### src/rtl/selector_distributor.sv
// Registered 1-to-N distributor: latches one word into the addressed output slot
// and holds that slot's Valid until its consumer acknowledges.
module selector_distributor #(
   parameter int bits     = 16,
   parameter int outputs  = 2,
   parameter int sel_bits = 1,
   parameter int cnt_bits = 8
) (
   input  logic                      Clk,
   input  logic                      Reset,
   input  logic [bits-1:0]           Input,
   input  logic [sel_bits-1:0]       Sel,
   input  logic                      In_Valid,
   output logic                      In_Ready,
   output logic [outputs*bits-1:0]   Output,
   output logic [outputs-1:0]        Valid,
   input  logic [outputs-1:0]        Ack,
   output logic                      Err,
   output logic [cnt_bits-1:0]       Count
);

   typedef enum logic {IDLE, HOLD} state_t;

   localparam logic [sel_bits:0] num_slots = (sel_bits+1)'(outputs);

   state_t state;
   logic   sel_ok;
   logic   ack_hit;

   assign sel_ok   = {1'b0, Sel} < num_slots;
   // Valid is one-hot on the latched slot, so masking Ack with it isolates that slot's acknowledge.
   assign ack_hit  = |(Ack & Valid);
   assign In_Ready = (state == IDLE) && Reset;

   always_ff @(posedge Clk) begin
      if (!Reset) begin
         state  <= IDLE;
         Output <= '0;
         Valid  <= '0;
         Err    <= 1'b0;
         Count  <= '0;
      end else begin
         Err <= 1'b0;
         case (state)
            IDLE: begin
               if (In_Valid) begin
                  if (sel_ok) begin
                     for (int k = 0; k < outputs; k++) begin
                        if (Sel == sel_bits'(k)) begin
                           Output[k*bits +: bits] <= Input;
                        end
                     end
                     Valid <= outputs'(1) << Sel;
                     state <= HOLD;
                  end else begin
                     Err <= 1'b1;
                  end
               end
            end
            HOLD: begin
               if (ack_hit) begin
                  Valid <= '0;
                  Count <= Count + cnt_bits'(1);
                  state <= IDLE;
               end
            end
            default: state <= IDLE;
         endcase
      end
   end

endmodule

### config.mk
export PLATFORM = sky130hd
export DESIGN_NAME = selector_distributor
export DESIGN_NICKNAME = d
export VERILOG_FILES = /design/src/rtl/selector_distributor.sv
export SDC_FILE = /design/constraint.sdc
export NUM_CORES = 1
export LEC_CHECK = 0
export BUFFER_PORTS_ARGS = -buffer_cell sky130_fd_sc_hd__clkbuf_2
export CORE_MARGIN = 4
export CORE_UTILIZATION = 51
export DETAILED_ROUTE_END_ITERATION = 8
export PLACE_DENSITY = 0.83
export SYNTH_ARGS = -nofsm -noshare
export SYNTH_HDL_FRONTEND = slang
export SYNTH_SLANG_ARGS = --single-unit
### constraint.sdc
create_clock -name Clk -period 2.05 [get_ports Clk]
set_clock_uncertainty 0.05 [all_clocks]
set_input_delay 0.1025 -clock Clk [delete_from_list [all_inputs] [get_ports Clk]]
set_output_delay 0.1025 -clock Clk [all_outputs]
set_load 0.02 [all_outputs]
==> key figures <==
Outcome
  – Outcome: complete, no violations

Power and ir drop
  – Psw: 427 µW
  – Combinational Power Share: 13.8%
  – Sw frac: 25.4%
  – Power, Total: 1.68 mW
  – Clock share of power: 33.3%
  – Pint: 1.25 mW
  – Worst vdd rail ir drop: 0.459 mV
  – Cell Pwr Density: 741 mW/mm²
  – Register share of total power: 52.9%
  – Pleak: 0.992 nW

Worst setup path
  – Worst Setup SP: state$_SDFF_PN0_
  – Critical Path Stages: 3
  – Worst Path Required: 2290 ps
  – R2R depth: 3
  – CP peak stage delay: 530 ps
  – Critical Path Sink Type: flip-flop
  – CP top delay family: simple AND/OR/NAND/NOR gates
  – Slowest CP cell: dfxtp_1
  – Buf+Inv Stages, Crit Path: 0
  – Cells along the critical path: nand3_1 > or4_1 > a21oi_1
  – Reg2reg start: state$_SDFF_PN0_
  – Worst EP arrival: 1740 ps
  – Worst Path Class, Setup: reg -> reg
  – CP max FO: 9
  – Reg-to-reg slack, setup: 560 ps
  – End of the critical path: Count[5]$_SDFFE_PN0P_
  – Reg2reg end: Count[5]$_SDFFE_PN0P_
  – CP Launch Type: flip-flop

CTS
  – Clock Sinks: 43
  – CTS clk-pin slew, worst paths: 120 ps
  – Clk_lat worst skew: 350 ps
  – Root buffer cell: clkbuf_4
  – CTS tree: built
  – Htree depth: 2
  – Post-cts sizing count: 0
  – Cts bufs inserted: 5
  – Clock buffer depth: 2

Drt
  – Remaining DRCs: 0
  – Vias: 1550
  – Pre-antenna DRT Iters: 4
  – Antenna Nets Post-Route: 0
  – Vias per cell: 4.98
  – DRT iter0 DRCs: 71
  – Total Wirelength: 4120 µm
  – Routed wire per std cell: 13.3 µm

Finish
  – Register Area: 861 µm²
  – Post-route core utilization: 73.7%
  – # nets final: 289
  – Final Instance Count excl. Fillers: 311
  – Fill cells: 245
  – Design area: 0.00227 mm²
  – N_diodes: 0
  – Syn-to-layout area delta: 36.4%
  – Multi-input gate area: 709 µm²
  – Share of post-route cells with drive strength above 1: 30.0%

Global route
  – Initial antenna violation count: 0
  – GRT Util Overall: 20.7%
  – First-pass GRT wire length: 6690 µm
  – Remaining Overflow, GRT: 0
  – Largest net degree at the start of global routing: 19
  – Vias in the first global route: 1502

Placement
  – Port bufs: 64
  – Placed Instances: 285
  – Placement Cell Area: 0.00200 mm²
  – Placer Congestion: 0.788
  – Placed wire-length estimate: 2720 µm

Timing
  – Slew margin rel.: 62.2%
  – Final period utilization: 72.8%
  – Slew of the pin with the lowest slew margin: 566 ps
  – F_max: 670 MHz
  – Final Critical Period: 1490 ps
  – Fin. max-slew vios: 0
  – Final Setup Violations: 0
  – Final hold vios: 0
  – RSZ-0062 raised after global routing: no
  – Sum of negative setup slack: 0 ps

Job
  – Max cap viols: 0

Yosys
  – Synthesized area per cell: 9.04 µm²
  – Register area share after synthesis: 51.8%
  – Seq cells post-synth: 43
  – Ys Warns: 0
  – Post-Syn Instances: 184
  – Syn Nets: 207
  – Number of distinct library cells after synthesis: 28
  – Syn Std Cell Area: 0.00166 mm²

Die
  – Row Count: 20
  – Die W: 65.1 µm
  – Die area: 0.00424 mm²
  – Core box area: 0.00308 mm²
  – Initial core utilization: 54.0%
  – Io pins: 66
  – Die Y: 65.1 µm

Min path
  – Hold Path Cell Cnt: 5
  – Worst hold path type: in -> reg
-- layout by cell type, fill, tap and decap left out, types with 3 or more instances in the layout --
cell           count
dfxtp_1           43
o21ai_0            3
clkbuf_4           5
a21oi_1           24
clkbuf_2          64
o31ai_1            5
buf_4              6
nand2_1           34
or4_1              5
dlygate4sd3_1     18
mux2i_1           17
nand3_1            4
nor2_1            19
-- cells by family after synthesis --
family	synth area share, %
adder cells (fa/ha/maj)	0.752
multiplexers	10.2
AO/OA/AOI/OAI	12.3
other	0.226
AND/OR/NAND/NOR	18.8
buffers and inverters	5.87
flip-flops	51.8
-- registers in the layout (all words and copies together) (netlist names) --
signal  flops
Valid       2
state       1
Count       8
Output     32
-- worst register-to-register path: cells and delay by family (launching register included) --
family | cells | cell delay (ps)
AOI/OAI and AO/OA | 1 | 140
DFF | 1 | 530
and+or+nand+nor | 2 | 710
-- Yosys cell counts, drive strengths merged --
library cell	count	area share (%)
dfxtp	43	52
nand2	34	7.7
a21oi	24	7.2
nor2	19	4.3
mux2i	17	10
buf	8	4.0
clkbuf	5	1.2
o31ai	5	2.3
or4	5	2.3
nand3	4	1.2
inv	3	0.68
o21ai	3	0.90
nand2b	2	0.75
nand3b	2	0.90
a22oi	1	0.45
and3b	1	0.53
conb	1	0.23
ha	1	0.75
nor3b	1	0.45
nor4	1	0.38
o211a	1	0.60
o211ai	1	0.45
o21a	1	0.45
or3	1	0.38
-- power groups by stage --
stage               clock network, mW  registers, mW  logic, mW
CTS                             0.574          0.889      0.230
floorplan                           0          0.939      0.101
finish                          0.560          0.889      0.232
global placement                    0          0.906      0.202
global route                    0.615          0.894      0.252
detailed placement                  0          0.907      0.204
-- layer usage --
layer  part of all wire (%)  vias to the layer above  global-route usage (%)  wire [µm]
met1                     43                      693                    23.4       1750
met4                    1.2                        0                    8.55         51
li1                       -                      791                       -          -
met5                      0                        -                       0          0
met2                     48                       61                    35.5       1990
met3                    7.9                        5                    7.18        324
-- timing repair --
action / 4_1_cts / 5_1_grt
buffers inserted: 0 / 0
endpoints found under the hold margin: 35 / 1
hold buffers: 17 / 1
-- how the worst min path moves through the flow --
| stage | startpoint | to | slack (ps) |
|---|---|---|---|
| 2_1_floorplan | Reset | Valid[0]$_SDFFE_PN0P_ | 170 |
| 3_3_place_gp | Input[9] | Output[25]$_SDFFE_PN0P_ | 290 |
| 3_5_place_dp | Input[13] | Output[29]$_SDFFE_PN0P_ | 300 |
| 4_1_cts | In_Valid | state$_SDFF_PN0_ | 4 |
| 5_1_grt | Ack[1] | state$_SDFF_PN0_ | 190 |
| 6_report | Ack[1] | state$_SDFF_PN0_ | 200 |
-- per-stage QoR --
stage / hold WS (ps) / setup WS [ps]
4_1_cts: 3.57 / 556
3_3_place_gp: 292 / 658
6_report: 201 / 558
5_1_grt: 194 / 437
3_5_place_dp: 300 / 602
2_1_floorplan: 170 / 581
-- cell type report --
cell class	instances	area share, %
clock inverters	2	1.54
multi-input cells	125	31.3
flip-flops and latches	43	37.9
well taps	44	2.43
clock buffers	6	2.26
repair buffers	88	24.0
inverters	3	0.496
Power figures use the tool's default switching activity.
